## src/rtl/sdiv_seq_pkg.sv

```systemverilog
// Shared types for the sdiv operand sequencer: FSM states, result codes, pre-screen bundle.
// Magnitude helpers return unsigned widths wide enough for the most negative input.
package sdiv_seq_pkg;

    typedef enum logic [2:0] {
        IDLE      = 3'd0,
        LAUNCH    = 3'd1,
        WAIT_LOW  = 3'd2,
        WAIT_HIGH = 3'd3,
        RESP      = 3'd4
    } state_t;

    typedef enum logic [1:0] {
        ERR_OK   = 2'b00,
        ERR_DIV0 = 2'b01,
        ERR_OVF  = 2'b10,
        ERR_TMO  = 2'b11
    } err_t;

    typedef struct packed {
        logic       div0;
        logic       ovf;
        logic [7:0] mag_dividend;
        logic [3:0] mag_divisor;
    } screen_t;

    // -128 maps to 8'h80, read back as unsigned 128
    function automatic logic [7:0] mag8(input logic [7:0] v);
        return v[7] ? 8'(-v) : v;
    endfunction

    function automatic logic [3:0] mag4(input logic [3:0] v);
        return v[3] ? 4'(-v) : v;
    endfunction

endpackage

```

## src/rtl/sdiv_seq_if.sv

```systemverilog
// Operand/result streams plus the sequencer-to-divider handshake.
// master = sequencer side, slave = producer/consumer/divider side.
interface sdiv_seq_if;
    logic       in_valid;
    logic       in_ready;
    logic [7:0] in_dividend;
    logic [3:0] in_divisor;
    logic       div_start;
    logic [7:0] div_word1;
    logic [3:0] div_word2;
    logic       div_ready;
    logic [3:0] div_quotient;
    logic [3:0] div_remainder;
    logic       out_valid;
    logic       out_ready;
    logic [3:0] out_quotient;
    logic [3:0] out_remainder;
    logic [1:0] out_err;
    logic       busy;

    modport master (
        input  in_valid, in_dividend, in_divisor,
        output in_ready,
        output div_start, div_word1, div_word2,
        input  div_ready, div_quotient, div_remainder,
        output out_valid, out_quotient, out_remainder, out_err,
        input  out_ready,
        output busy
    );

    modport slave (
        output in_valid, in_dividend, in_divisor,
        input  in_ready,
        input  div_start, div_word1, div_word2,
        output div_ready, div_quotient, div_remainder,
        input  out_valid, out_quotient, out_remainder, out_err,
        output out_ready,
        input  busy
    );
endinterface

```

## src/rtl/sdiv_prescreen.sv

```systemverilog
// Combinational operand screen: flags divide-by-zero and any quotient that cannot fit 4 signed bits.
// Overflow is conservative (|a| >= 8|b|), so an exact -8 quotient is rejected too.
module sdiv_prescreen
    import sdiv_seq_pkg::*;
(
    input  logic [7:0] dividend,
    input  logic [3:0] divisor,
    output screen_t    screen
);

    always_comb begin
        screen              = '0;
        screen.mag_dividend = mag8(dividend);
        screen.mag_divisor  = mag4(divisor);
        screen.div0         = (divisor == 4'd0);
        screen.ovf          = !screen.div0 &&
                              (screen.mag_dividend >= {1'b0, screen.mag_divisor, 3'b000});
    end

endmodule

```

## src/rtl/sdiv_seq.sv

```systemverilog
// Sequencer wrapping the 8/4 signed divider in valid/ready streams; ok result 7 cycles after accept, screened error 1 cycle.
// One op in flight; in_ready only in IDLE, result held in RESP until out_ready.
module sdiv_seq
    import sdiv_seq_pkg::*;
#(
    parameter int TIMEOUT = 15,
    parameter int CNT_W   = 4
) (
    input  logic       clk,
    input  logic       reset,
    sdiv_seq_if.master io
);

    state_t             state, state_nxt;
    logic [CNT_W-1:0]   cnt, cnt_nxt;
    logic [7:0]         word1, word1_nxt;
    logic [3:0]         word2, word2_nxt;
    logic [3:0]         quo, quo_nxt;
    logic [3:0]         rem, rem_nxt;
    err_t               err, err_nxt;
    screen_t            screen;

    sdiv_prescreen u_prescreen (
        .dividend (io.in_dividend),
        .divisor  (io.in_divisor),
        .screen   (screen)
    );

    always_comb begin
        state_nxt = state;
        cnt_nxt   = cnt;
        word1_nxt = word1;
        word2_nxt = word2;
        quo_nxt   = quo;
        rem_nxt   = rem;
        err_nxt   = err;
        case (state)
            IDLE: begin
                if (io.in_valid) begin
                    word1_nxt = io.in_dividend;
                    word2_nxt = io.in_divisor;
                    quo_nxt   = 4'd0;
                    rem_nxt   = 4'd0;
                    if (screen.div0) begin
                        err_nxt   = ERR_DIV0;
                        state_nxt = RESP;
                    end else if (screen.ovf) begin
                        err_nxt   = ERR_OVF;
                        state_nxt = RESP;
                    end else begin
                        err_nxt   = ERR_OK;
                        state_nxt = LAUNCH;
                    end
                end
            end
            LAUNCH: begin
                cnt_nxt   = '0;
                state_nxt = WAIT_LOW;
            end
            WAIT_LOW: begin
                cnt_nxt = cnt + 1'b1;
                // Timeout wins here so WAIT_HIGH is never entered with a spent budget
                if (cnt_nxt == CNT_W'(TIMEOUT)) begin
                    err_nxt   = ERR_TMO;
                    state_nxt = RESP;
                end else if (!io.div_ready) begin
                    state_nxt = WAIT_HIGH;
                end
            end
            WAIT_HIGH: begin
                cnt_nxt = cnt + 1'b1;
                if (io.div_ready) begin
                    quo_nxt   = io.div_quotient;
                    rem_nxt   = io.div_remainder;
                    err_nxt   = ERR_OK;
                    state_nxt = RESP;
                end else if (cnt_nxt == CNT_W'(TIMEOUT)) begin
                    err_nxt   = ERR_TMO;
                    state_nxt = RESP;
                end
            end
            RESP: begin
                if (io.out_ready) begin
                    state_nxt = IDLE;
                end
            end
            default: begin
                state_nxt = IDLE;
            end
        endcase
    end

    always_ff @(posedge clk) begin
        if (!reset) begin
            state <= IDLE;
            cnt   <= '0;
            word1 <= '0;
            word2 <= '0;
            quo   <= '0;
            rem   <= '0;
            err   <= ERR_OK;
        end else begin
            state <= state_nxt;
            cnt   <= cnt_nxt;
            word1 <= word1_nxt;
            word2 <= word2_nxt;
            quo   <= quo_nxt;
            rem   <= rem_nxt;
            err   <= err_nxt;
        end
    end

    assign io.in_ready      = (state == IDLE);
    assign io.div_start     = (state == LAUNCH);
    assign io.out_valid     = (state == RESP);
    assign io.busy          = (state != IDLE);
    assign io.div_word1     = word1;
    assign io.div_word2     = word2;
    assign io.out_quotient  = quo;
    assign io.out_remainder = rem;
    assign io.out_err       = err;

endmodule

```

## src/flat_wrapper.sv

```systemverilog
// flat-port wrapper written by rule: the top's interface ports become plain ports
module sdiv_seq_flat import sdiv_seq_pkg::*;
#(
    parameter int TIMEOUT = 15,
    parameter int CNT_W   = 4
)
  (clk, reset, io_in_valid, io_in_dividend, io_in_divisor, io_in_ready, io_div_start, io_div_word1, io_div_word2, io_div_ready, io_div_quotient, io_div_remainder, io_out_valid, io_out_quotient, io_out_remainder, io_out_err, io_out_ready, io_busy);
  sdiv_seq_if io_i ();
  input  logic clk;
  input  logic reset;
  input wire logic [$bits(io_i.in_valid)-1:0] io_in_valid;
  input wire logic [$bits(io_i.in_dividend)-1:0] io_in_dividend;
  input wire logic [$bits(io_i.in_divisor)-1:0] io_in_divisor;
  output wire logic [$bits(io_i.in_ready)-1:0] io_in_ready;
  output wire logic [$bits(io_i.div_start)-1:0] io_div_start;
  output wire logic [$bits(io_i.div_word1)-1:0] io_div_word1;
  output wire logic [$bits(io_i.div_word2)-1:0] io_div_word2;
  input wire logic [$bits(io_i.div_ready)-1:0] io_div_ready;
  input wire logic [$bits(io_i.div_quotient)-1:0] io_div_quotient;
  input wire logic [$bits(io_i.div_remainder)-1:0] io_div_remainder;
  output wire logic [$bits(io_i.out_valid)-1:0] io_out_valid;
  output wire logic [$bits(io_i.out_quotient)-1:0] io_out_quotient;
  output wire logic [$bits(io_i.out_remainder)-1:0] io_out_remainder;
  output wire logic [$bits(io_i.out_err)-1:0] io_out_err;
  input wire logic [$bits(io_i.out_ready)-1:0] io_out_ready;
  output wire logic [$bits(io_i.busy)-1:0] io_busy;
  assign io_i.in_valid = io_in_valid;
  assign io_i.in_dividend = io_in_dividend;
  assign io_i.in_divisor = io_in_divisor;
  assign io_in_ready = io_i.in_ready;
  assign io_div_start = io_i.div_start;
  assign io_div_word1 = io_i.div_word1;
  assign io_div_word2 = io_i.div_word2;
  assign io_i.div_ready = io_div_ready;
  assign io_i.div_quotient = io_div_quotient;
  assign io_i.div_remainder = io_div_remainder;
  assign io_out_valid = io_i.out_valid;
  assign io_out_quotient = io_i.out_quotient;
  assign io_out_remainder = io_i.out_remainder;
  assign io_out_err = io_i.out_err;
  assign io_i.out_ready = io_out_ready;
  assign io_busy = io_i.busy;
  sdiv_seq #(.TIMEOUT(TIMEOUT), .CNT_W(CNT_W)) u_core (.clk(clk), .reset(reset), .io(io_i));
endmodule
```

## config.mk

```make
export PLATFORM = sky130hd
export DESIGN_NAME = sdiv_seq_flat
export DESIGN_NICKNAME = d
export VERILOG_FILES = /design/src/rtl/sdiv_seq_pkg.sv /design/src/rtl/sdiv_seq_if.sv /design/src/rtl/sdiv_prescreen.sv /design/src/rtl/sdiv_seq.sv /design/src/flat_wrapper.sv
export SDC_FILE = /design/constraint.sdc
export NUM_CORES = 1
export LEC_CHECK = 0
export ABC_AREA = 0
export CAP_MARGIN = 10
export CORE_ASPECT_RATIO = 1.5
export CORE_MARGIN = 8
export CORE_UTILIZATION = 43
export CTS_BUF_LIST = sky130_fd_sc_hd__clkbuf_4
export DETAILED_ROUTE_END_ITERATION = 10
export GPL_TIMING_DRIVEN = 0
export PLACE_DENSITY = 0.76
export SYNTH_ARGS = -nofsm -noshare
export SYNTH_HDL_FRONTEND = slang
export SYNTH_SLANG_ARGS = --single-unit
```

## constraint.sdc

```tcl
create_clock -name clk -period 2.24 [get_ports clk]
set_input_delay 0.448 -clock clk [delete_from_list [all_inputs] [get_ports clk]]
set_output_delay 0.448 -clock clk [all_outputs]
set_load 0.1 [all_outputs]
```

==> results of run 1 <==
-- metal layers --
layer	global-route usage	wire, microns	vias to the layer above
met5	0	0	-
met4	0.0695	120	0
met3	0.0522	294	11
met2	0.279	2310	45
met1	0.154	1730	749
li1	-	-	822
-- how the worst min path moves through the flow --
stage                                                       start                                       to  cells after the start
after floorplan                        u_core.cnt[2]$_SDFFE_PN0P_               u_core.cnt[2]$_SDFFE_PN0P_                      2
after global routing                            io_in_dividend[1]      u_core.io.div_word1[1]$_SDFFE_PN0P_                      3
after CTS                                       io_in_dividend[7]      u_core.io.div_word1[7]$_SDFFE_PN0P_                      3
after global placement    u_core.io.out_remainder[3]$_SDFFE_PN0P_  u_core.io.out_remainder[3]$_SDFFE_PN0P_                      2
final                                           io_in_dividend[1]      u_core.io.div_word1[1]$_SDFFE_PN0P_                      3
after detailed placement  u_core.io.out_remainder[2]$_SDFFE_PN0P_  u_core.io.out_remainder[2]$_SDFFE_PN0P_                      2
-- metrics by stage --
step | cell area [sq um] | hold slack [ns] | TNS (ns)
global placement | 2120 | 0.438 | -2.08
CTS | 2220 | 0.432 | 0
global route | 2230 | 0.414 | -0.0415
floorplan | 1570 | 0.455 | 0
detailed placement | 2120 | 0.444 | -2.13
finish | 2230 | 0.410 | 0
-- state kept, by name (all words and copies together), names as in the netlist --
signal,flops
u_core.cnt,4
u_core.io.div_word2,4
u_core.io.out_remainder,4
u_core.state,3
u_core.io.out_err,2
u_core.io.out_quotient,4
u_core.io.div_word1,8
-- final cells by class --
| type | count | area share |
|---|---|---|
| repair buffers | 50 | 0.201 |
| multi-input cells | 158 | 0.430 |
| flip-flops and latches | 29 | 0.260 |
| plain buffers | 10 | 0.0241 |
| well taps | 43 | 0.0241 |
| clock buffers | 5 | 0.0168 |
| clock inverters | 3 | 0.0292 |
| inverters | 8 | 0.0140 |
-- placed cells by master, fill, tap and decap left out, types with 2 or more instances in the layout --
master / n
nand3_1: 15
buf_2: 6
xor2_1: 2
clkbuf_2: 3
clkinv_2: 2
buf_4: 2
and2b_1: 2
nor2b_1: 3
clkdlybuf4s50_1: 13
ha_1: 6
xnor2_1: 3
dfxtp_1: 29
nor2_1: 12
inv_1: 6
clkbuf_4: 5
a21oi_1: 29
a21o_1: 3
bufinv_16: 2
clkbuf_1: 4
a21oi_2: 2
clkdlybuf4s15_2: 2
dlymetal6s2s_1: 2
nand2_1: 46
o21ai_0: 5
nor3_1: 3
o31ai_1: 2
dlygate4sd2_1: 26
-- worst min-delay path: stages --
cell and delay, ns:
clkbuf_2 0.13, nand2_1 0.07, a21oi_1 0.05
-- timing repair --
item,in CTS,in global routing
setup endpoints to repair,29,4
setup buffers,1,0
gates resized for setup,49,15
pin swaps,2,4
-- cell families after synthesis --
kind of cell | synth area share
AOI/OAI and AO/OA | 0.198
xor gates and xnor gates | 0.0335
adders and majority gates | 0.0638
buffers and inverters | 0.0542
DFF | 0.370
muxes | 0.00638
and+or+nand+nor | 0.274
-- power groups by stage --
stage	Sequential, mW	Combinational [mW]	Clock, mW
final	0.576	0.759	0.538
after global routing	0.580	0.811	0.573
after CTS	0.576	0.759	0.550
after detailed placement	0.589	0.777	0
after global placement	0.588	0.772	0
after floorplan	0.799	0.362	0
==> results.py, run 1 <==
metrics = {
    "outcome": {
        "status": "finished, final reports clean",
    },
    "global_routing": {
        "antenna_found_initial": 0,
        "grt_max_degree": 11,
        "grt_pass1_wl_microns": 7450,
        "track_usage": 0.156,
        "grt_pass1_vias": 1672,
        "gr-total-overflow": 0,
    },
    "critical_path": {
        "path_max_fanout": 4,
        "setup.worst_path.start": "io_in_divisor[0]",
        "cp-endpoint": "u_core.io.out_err[1]$_SDFFE_PN0P_",
        "worstPathArrival_ns": 2.45,
        "crit_path_start_kind": "input port",
        "worst-path-stages": 8,
        "required_ns": 2.52,
        "r2r_slack_ns": 0.43,
        "critPathCaptureType": "flop",
        "rr_endpoint": "u_core.state[2]$_SDFFE_PN0P_",
        "ff2ff_path_depth": 7,
        "worstPathBufferInverterCount": 1,
        "cp_slowest_cell": "or4b_4",
        "cp_common_cell": "a21oi_2",
        "path_class": "input port to flop",
        "cpPeakStageDelay_ns": 0.58,
        "r2r-start": "u_core.cnt[0]$_SDFFE_PN0P_",
        "cpLargestDelayFamily": "compound AO/OA/AOI/OAI gates",
        "crit_chain": "dlygate4sd2_1, or4b_4, ha_4, nand3_1, a21oi_2, a21oi_2, o31ai_1, o311a_1",
    },
    "detailed_routing": {
        "postRouteAntennaNets": 0,
        "drt_wl_total_microns": 4460,
        "drc": 0,
        "drt_iter0_markers": 51,
        "num_vias": 1627,
        "drt_first_pass_iters": 4,
        "wl_per_cell_microns": 14.6,
        "vias_per_cell": 5.32,
    },
    "finish": {
        "multi_input_area_sq_um": 960,
        "layoutNonFillerInstCount": 306,
        "nets": 295,
        "drive_above_1_share": 0.144,
        "fillCellCount": 344,
        "layout.area.seq_sq_um": 581,
        "fin_util": 0.623,
        "syn_to_final_growth_pct": 42.1,
        "antenna_cells": 0,
    },
    "power": {
        "internal_power_mw": 1.09,
        "switching_share": 0.416,
        "clkPwrFrac": 0.287,
        "power_mw": 1.87,
        "share_seq_of_total_power": 0.307,
        "p_per_area_nw_per_um2": 840,
        "comb_power_share": 0.405,
        "peakVddDrop_uv": 506,
        "total_leakage_power_nw": 1.01,
        "power_switching_uw": 779,
    },
    "cts": {
        "cts_sinks": 29,
        "clk_pin_slew_worst_paths_ns": 0.09,
        "clock_latency_ns": 0.33,
        "numCtsBuffers": 5,
        "cts-hold-fix-buffers": 0,
        "htree_levels": 2,
        "cts_tree": "done",
        "clockBufferDepth": 2,
        "cts-root-buf": "clkbuf_4",
    },
    "timing": {
        "layout_min_cycle_time_ns": 2.17,
        "relSlewSlack": 0.346,
        "fin_worst_skew_ns": 0.00773,
        "slew_viol_final": 0,
        "tightest_slew_ns": 0.984,
        "finalWorstSetupSlack_ns": 0.0680,
        "finalSetupViolations": 0,
        "finalHoldViolations": 0,
        "finalCritPeriodShare": 0.970,
        "max_freq_mhz": 460,
    },
    "placement": {
        "preCtsSetupSlack_ns": -0.674,
        "io_buffers": 49,
        "place_congestion": 0.824,
        "place_hpwl_microns": 3350,
        "dp_cells": 297,
    },
    "synth": {
        "syn_area_per_cell_sq_um": 7.65,
        "synth.net_count": 238,
        "synth.most_common_cell": "nand2_1",
        "synth_common_cells": "nand2_1 (47), a21oi_1 (31), dfxtp_1 (29), nand3_1 (15), nor2_1 (12)",
        "synth-seq-area-share": 0.370,
        "synth_cell_types": 42,
        "synth_top_area_frac": 0.370,
        "yosysTopAreaCell": "dfxtp_1",
        "syn-cell-area_sq_um": 1570,
        "synthCells": 205,
        "yosys_warnings": 0,
        "synthFlopType": "dfxtp_1",
        "ys_ff_latch": 29,
        "synth_area_leaders": "dfxtp_1 (37%), nand2_1 (11%), a21oi_1 (9.9%), ha_1 (6.4%), nand3_1 (4.8%)",
        "postSynth.asyncResetShare": 0,
        "synth_edf_count": 0,
    },
    "flow_run": {
        "max-cap-violations": 0,
    },
    "floorplanning": {
        "initial_core_util": 0.438,
        "core_sq_um": 3580,
        "io-pin-count": 51,
        "die_y_microns": 90.0,
        "rows": 27,
        "die_area_sq_um": 5880,
        "dieWidth_microns": 65.3,
    },
    "hold_path": {
        "hold_class": "input port to flop",
    },
}
(Power assumes the default switching activity.)
==> run 2: changes to the inputs <==
- SLEW_MARGIN: not set -> 20
==> results of run 2 <==
The final DEF is identical to that of run 1; final timing and power are the same.
